[src/rtl/agc_timing_generator.sv]
// Phase / timepulse / memory-cycle timing generator driven by the slow CLOCK oscillator.
// CLOCK is synchronised into SIM_CLK; each synchronised rising edge advances the phase counter.
module agc_timing_generator #(
    parameter int SYNC_STAGES = 2,
    parameter int NUM_PHASES  = 4,
    parameter int NUM_TP      = 12,
    parameter int RT_PHASE    = 1,
    parameter int WT_PHASE    = 2,
    parameter int CT_PHASE    = 3
) (
    input  logic                  SIM_CLK,
    input  logic                  SIM_RST,
    input  logic                  CLOCK,
    input  logic                  STOP,
    input  logic                  STEP_MODE,
    input  logic                  MSTEP,
    output logic [NUM_PHASES-1:0] PHASE,
    output logic [NUM_TP-1:0]     TP,
    output logic                  RT,
    output logic                  WT,
    output logic                  CT,
    output logic                  MCT_END,
    output logic                  ODDSET,
    output logic                  EVNSET,
    output logic                  RUNNING
);

    localparam int PW = $clog2(NUM_PHASES);
    localparam int TW = $clog2(NUM_TP);
    localparam logic [PW-1:0] PHASE_LAST = PW'(NUM_PHASES - 1);
    localparam logic [TW-1:0] TP_LAST    = TW'(NUM_TP - 1);
    localparam logic [PW-1:0] RT_IDX     = PW'(RT_PHASE);
    localparam logic [PW-1:0] WT_IDX     = PW'(WT_PHASE);
    localparam logic [PW-1:0] CT_IDX     = PW'(CT_PHASE);

    typedef enum logic {
        ST_RUN,
        ST_HALT
    } state_t;

    state_t state, state_n;

    logic [SYNC_STAGES-1:0] sync_q;
    logic [SYNC_STAGES-1:0] fill_q;
    logic                   sync_prev;
    logic                   armed;
    logic                   tick;

    logic [PW-1:0] phase_idx, phase_n;
    logic [TW-1:0] tp_idx, tp_n;
    logic          phase_wrap, tp_wrap;
    logic          rt_n, wt_n, ct_n, mct_n, odd_n;

    // fill_q marks when the last sync stage carries a real CLOCK sample; a tick needs a low seen first,
    // so CLOCK already high at reset release does not count as an edge.
    assign tick = sync_q[SYNC_STAGES-1] & ~sync_prev & armed;

    always_ff @(posedge SIM_CLK or posedge SIM_RST) begin
        if (SIM_RST) begin
            sync_q    <= '0;
            fill_q    <= '0;
            sync_prev <= 1'b0;
            armed     <= 1'b0;
        end else begin
            sync_q    <= {sync_q[SYNC_STAGES-2:0], CLOCK};
            fill_q    <= {fill_q[SYNC_STAGES-2:0], 1'b1};
            sync_prev <= sync_q[SYNC_STAGES-1];
            armed     <= armed | (fill_q[SYNC_STAGES-1] & ~sync_q[SYNC_STAGES-1]);
        end
    end

    always_comb begin
        state_n    = state;
        phase_n    = phase_idx;
        tp_n       = tp_idx;
        rt_n       = 1'b0;
        wt_n       = 1'b0;
        ct_n       = 1'b0;
        mct_n      = 1'b0;
        odd_n      = ODDSET;
        phase_wrap = (phase_idx == PHASE_LAST);
        tp_wrap    = phase_wrap && (tp_idx == TP_LAST);

        case (state)
            ST_RUN: begin
                if (tick) begin
                    phase_n = phase_wrap ? '0 : phase_idx + 1'b1;
                    if (phase_wrap) begin
                        tp_n = tp_wrap ? '0 : tp_idx + 1'b1;
                    end
                    rt_n  = (phase_n == RT_IDX);
                    wt_n  = (phase_n == WT_IDX);
                    ct_n  = (phase_n == CT_IDX);
                    mct_n = tp_wrap;
                    if (tp_wrap) begin
                        odd_n = ~ODDSET;
                    end
                    if ((tp_wrap && STEP_MODE) || (phase_wrap && STOP)) begin
                        state_n = ST_HALT;
                    end
                end
            end
            ST_HALT: begin
                // Step mode resumes only on MSTEP; otherwise a tick with STOP low resumes without advancing.
                if (STEP_MODE) begin
                    if (MSTEP) begin
                        state_n = ST_RUN;
                    end
                end else if (tick && !STOP) begin
                    state_n = ST_RUN;
                end
            end
            default: state_n = ST_RUN;
        endcase
    end

    always_ff @(posedge SIM_CLK or posedge SIM_RST) begin
        if (SIM_RST) begin
            state     <= ST_RUN;
            phase_idx <= '0;
            tp_idx    <= '0;
            PHASE     <= NUM_PHASES'(1);
            TP        <= NUM_TP'(1);
            RT        <= 1'b0;
            WT        <= 1'b0;
            CT        <= 1'b0;
            MCT_END   <= 1'b0;
            ODDSET    <= 1'b0;
        end else begin
            state     <= state_n;
            phase_idx <= phase_n;
            tp_idx    <= tp_n;
            PHASE     <= NUM_PHASES'(1) << phase_n;
            TP        <= NUM_TP'(1) << tp_n;
            RT        <= rt_n;
            WT        <= wt_n;
            CT        <= ct_n;
            MCT_END   <= mct_n;
            ODDSET    <= odd_n;
        end
    end

    assign EVNSET  = ~ODDSET;
    assign RUNNING = (state == ST_RUN);

endmodule

[config.mk]
export PLATFORM = sky130hd
export DESIGN_NAME = agc_timing_generator
export DESIGN_NICKNAME = d
export VERILOG_FILES = /design/src/rtl/agc_timing_generator.sv
export SDC_FILE = /design/constraint.sdc
export NUM_CORES = 1
export LEC_CHECK = 0
export ABC_AREA = 1
export BUFFER_PORTS_ARGS = -buffer_cell sky130_fd_sc_hd__buf_2
export CAP_MARGIN = 10
export CORE_ASPECT_RATIO = 1.25
export CORE_MARGIN = 2
export CORE_UTILIZATION = 45
export CTS_CLUSTER_SIZE = 12
export DETAILED_ROUTE_END_ITERATION = 10
export GPL_TIMING_DRIVEN = 0
export PLACE_DENSITY = 0.66
export SYNTH_ARGS = -nofsm -noshare
export SYNTH_HDL_FRONTEND = slang
export SYNTH_SLANG_ARGS = --single-unit
[constraint.sdc]
create_clock -name SIM_CLK -period 1.84 [get_ports SIM_CLK]
set_clock_uncertainty 0.15 [all_clocks]
set_input_delay 0.184 -clock SIM_CLK [delete_from_list [all_inputs] [get_ports SIM_CLK]]
set_output_delay 0.184 -clock SIM_CLK [all_outputs]
set_load 0.03 [all_outputs]
## Yosys cells after proc, flatten, opt, wreduce, memory -nomap -nowiden

Index checks and enable logic that the tools add are counted.

| word-level totals | value |
|---|---|
| logic and storage cells | 59 |
| register bits | 34 |
| output and inout bits | 23 |

| cells by class | value |
|---|---|
| bitwise logic cells | 8 |
| reductions and logical operators | 7 |
| add/sub/neg operators | 2 |
| shifts and indexed selects | 2 |
| equal/unequal tests | 5 |
| muxes and demuxes | 21 |

Operators by type and width:

| cell | count |
|---|---|
| $mux W4 | 4 |
| $mux W1 | 13 |
| $shl A1 B4 Y12 const A | 1 |
| $eq A2 B2 Y1 const B | 3 |
| $mux W2 | 3 |
| $add A4 B1 Y4 const B | 1 |
| $eq A4 B4 Y1 const B | 1 |
| $logic_and A1 B1 Y1 | 4 |
| $not A1 Y1 | 4 |
| $shl A1 B2 Y4 const A | 1 |
| $and A1 B1 Y1 | 3 |
| $reduce_and A3 Y1 | 1 |
| $add A2 B1 Y2 const B | 1 |
| $eq A2 B1 Y1 const B | 1 |
| $pmux W1 S2 | 1 |
| $logic_not A1 Y1 | 1 |
| $logic_or A1 B1 Y1 | 1 |
| $or A1 B1 Y1 | 1 |

## Depth between registers and ports, before layout

| logic depth | value |
|---|---|
| word-level depth | 7 |
| mapped depth | 10 |
| gate-level depth less buffers | 10 |

## Worst setup path after synthesis

OpenSTA, ideal clock, no wires.

| path | value |
|---|---|
| path type | register -> register |
| from | reg phase_idx[0] |
| to | reg TP[11] |
| path slack | 333 ps |
| buffers on the path | 0 |
| arrival | 1239 ps |
| stages on the path, launching flop included | 9 |
| cell sequence | dfrtp_1 ha_1 nand2_4 nor2_2 nand3_2 nand2_2 inv_2 nand2_1 nor2_1 |

| between the ends | value |
|---|---|
| word-level cells in the longest chain between the ends | 7 |

Ends and longest elaborated chain:

| element | RTL line | source |
|---|---|---|
| start, declared | 49 | `logic [PW-1:0] phase_idx, phase_n;` |
| start signal, assigned | 131 | `phase_idx <= phase_n;` |
| $eq A2 B2 Y1 (*) | 81 | `phase_wrap = (phase_idx == PHASE_LAST);` |
| $logic_and A1 B1 Y1 | 82 | `tp_wrap = phase_wrap && (tp_idx == TP_LAST);` |
| $mux W4 | 89 | `tp_n = tp_wrap ? '0 : tp_idx + 1'b1;` |
| $mux W4 (*) | 88 | `if (phase_wrap) begin` |
| $mux W4 (*) | 86 | `if (tick) begin` |
| $mux W4 (*) | 84 | `case (state)` |
| net tp_n[2] | 50 | `logic [TW-1:0] tp_idx, tp_n;` |
| $shl A1 B4 Y12 (*) | 134 | `TP <= NUM_TP'(1) << tp_n;` |
| end signal, assigned | 134 |  |
| end, declared | 18 | `output logic [NUM_TP-1:0] TP,` |

The timed path passes the listed nets; every way through them passes the cells marked *.
A chain may end at the register's enable or synchronous reset.

## Final worst setup path

| path | value |
|---|---|
| from | reg phase_idx[0] |
| to | reg TP[2] |

The elaborated chain is that of the path after synthesis.

==> flow_summary_export.csv <==
group,metric,value,unit
sta,rsz0062_at_grt,"no",
flow_run,cap_violations,0,
routing,vias_per_cell,4.52,
logic_synthesis,ys_seq_area_share,57.7,%
power,leakage,0.984,nW
layout,drive_gt1_share,41.4,%
global_routing,grt_pass1_wl,4490,um
hold_path,hp-class,"input pin to flip-flop",
logic_synthesis,synthMostInstantiatedCell,"dfrtp_1",
worst_setup_path,worst_path_max_delay_cell,"dfrtp_1",
clock_tree,h-tree-depth,2,
sta,max_freq,598,MHz
logic_synthesis,syn-num-nets,152,
logic_synthesis,yosys.area.top_type,"dfrtp_1",
clock_tree,cts_tree,"done",
layout,fin_cells,218,
clock_tree,clock_path_buffers,2,
worst_setup_path,crit_required,1.90,ns
sta,final-hold-violation-count,0,
sta,period_share,90.9,%
global_routing,grt_pass1_vias,1029,
sta,max-slew-margin-rel,58.0,%
floorplanning,start_util,46.7,%
routing,routedWlPerCell,11.8,um
floorplanning,die_area,3760,um2
floorplanning,die_w,55.3,um
clock_tree,clkSinkCount,34,
logic_synthesis,syn_inst,141,
logic_synthesis,synth.top_cell.area_share,54.1,%
logic_synthesis,ys.flop_type,"dfrtp_1",
clock_tree,cts_buffers,5,
logic_synthesis,ys_seq_elements,34,
routing,dr.pass1.iters,4,
layout,synthToLayoutAreaGrowth,22.7,%
global_routing,gr-usage-all-layers,16.2,%
layout,multi_input_area,533,um2
sta,final.setup.tns,0,ns
logic_synthesis,synth_area_leaders,"dfrtp_1 (54%), nand2_4 (5.3%), nand2_1 (4.8%)",
logic_synthesis,synth_warnings,0,
floorplanning,die_h,68.1,um
clock_tree,clk-insertion-delay-late,0.29,ns
logic_synthesis,syn_area,1480,um2
worst_setup_path,crit_path_max_incr_delay,0.42,ns
layout,antenna_cells,0,
floorplanning,ios,29,
power,ir_worst_vdd,859,uV
routing,drc,0,
placed_design,place_inst,206,
worst_setup_path,start_kind,"flip-flop",
placed_design,finalWeightedCongestion,0.891,
sta,min_period,1.67,ns
worst_setup_path,crit_top_cell,"nand2_1",
worst_setup_path,crit_type,"flip-flop to flip-flop",
routing,drt_wl_total,2580,um
routing,drt.antenna.violating_nets,0,
logic_synthesis,synth_commonest_cells,"dfrtp_1 (32), nand2_1 (19), nor2_1 (18), inv_1 (17)",
logic_synthesis,syn_avg_cell_area,10.5,um2
global_routing,overflow,0,
placed_design,port_buffers,28,
logic_synthesis,synth_cell_types,22,
worst_setup_path,arrival,1.74,ns
floorplanning,rows,23,
worst_setup_path,worstPathMaxFanout,6,
logic_synthesis,ys_async_sr_fraction,100,%
sta,worst_pin_slew,0.626,ns
worst_setup_path,path_cells,"ha_1 > nand2_1 > inv_1 > nand2_1 > o21ai_1 > nand3_2 > nand2_4 > inv_2 > nor2_1",
sta,drv_slew,0,
worst_setup_path,end_kind,"flip-flop",
floorplanning,core,3170,um2
logic_synthesis,synth_edf_count,0,
clock_tree,cts.clk_slew.worst_paths,0.06,ns
routing,drt-initial-drc-count,17,
status,status,"complete, no violations",
placed_design,hpwl,1850,um
layout,seqCellArea,853,um2
routing,vias,985,
global_routing,antenna_found_initial,0,
sta,setup_viol,0,
clock_tree,cts-root-buf,"clkbuf_8",
global_routing,grt_max_degree,35,
layout,n_fill_cell,292,
layout,num-nets-final,191,
power,power_density,1520,nW/um2
timing repair:
item,in CTS,in global routing
endpoints found under the setup margin,0,5
hold endpoints to repair,2,15
resized for setup,0,1
hold buffers,2,1
setup buffers,0,0
worst max-delay path: cells and delay by family, from the launching register on:
family          cells  cell delay [ns]
simple gates        5             0.48
compound gates      1             0.12
flops               1             0.42
buf+inv             2             0.14
fa+ha+maj           1             0.29
metrics by stage:
stage	total power, mW	utilization, %	setup WS (ns)	hold WS, ns	instance area (um2)
2_1_floorplan	1.94	-	0.333	0.0654	1480
4_1_cts	2.78	56.1	0.129	0.0360	1780
3_3_place_gp	2.16	52.6	0.196	0.143	1670
6_report	2.75	57.3	0.167	0.0437	1810
3_5_place_dp	2.21	52.6	0.167	0.149	1670
5_1_grt	2.96	57.3	0.0172	0.0706	1810
placed cells by master, fill, tap and decap left out, types with 5 or more instances in the layout:
cell and count:
nor2_1 18, nand2_1 19, buf_2 28, nand2_4 7
dfrtp_1 32, nor2_2 7, nand3_2 6, ha_1 5
inv_2 6, nand2_2 6, inv_1 16, clkbuf_8 6
path summary, 6_finish.rpt:
check                                       to  depth (start not counted)              startpoint  slack [ns]
max                            TP[2]$_DFF_PP0_                          9  phase_idx[0]$_DFF_PP0_        0.17
max in group asynchronous   PHASE[0]$_DFF_PP1_                          4                 SIM_RST        0.72
min in group asynchronous         WT$_DFF_PP0_                          3                 SIM_RST        0.29
max reg2reg                    TP[2]$_DFF_PP0_                          9  phase_idx[0]$_DFF_PP0_        0.17
min                            state$_DFF_PP0_                          3                    STOP        0.04
min reg2reg                fill_q[1]$_DFF_PP0_                          0     fill_q[0]$_DFF_PP0_        0.20
layer usage:
metal  routed length [um]  track usage, %  vias to the layer above
li1                     -               -                      500
met1                 1100            16.9                      455
met2                 1290            28.3                       25
met3                  138            6.43                        5
met4                   57            9.15                        0
met5                    0               0                        -
area by class of cell:
class	count	area share, %
inverter	24	5.10
multi-input combinational	83	29.4
sequential	34	47.0
clock inverter	1	0.276
clock buffer	7	4.76
tap	37	2.55
timing repair buffer	32	10.9
state kept, by name, summed over array words and instances, names as in the netlist, 2 cells and up:
register,count
PHASE,4
TP,12
fill_q,2
phase_idx,2
sync_q,2
tp_idx,4
logic make-up (layout without fill, tap and decap cells):
logic type | after synthesis | after routing | synth area share (%)
adder cells (fa/ha/maj) | 5 | 5 | 4.23
AND/OR/NAND/NOR | 68 | 68 | 27.6
AO/OA/AOI/OAI | 8 | 8 | 3.38
other | 1 | 1 | 0.254
buffers and inverters | 24 | 64 | 6.26
flip-flops | 34 | 34 | 57.7
XOR/XNOR | 1 | 1 | 0.592
power breakdown:
part	internal, mW	total (mW)	switching [mW]
registers	0.937	1.04	0.0995
clock network	0.301	0.556	0.254
logic	0.345	1.16	0.817
No activity file was read; power rests on OpenSTA's default activity.
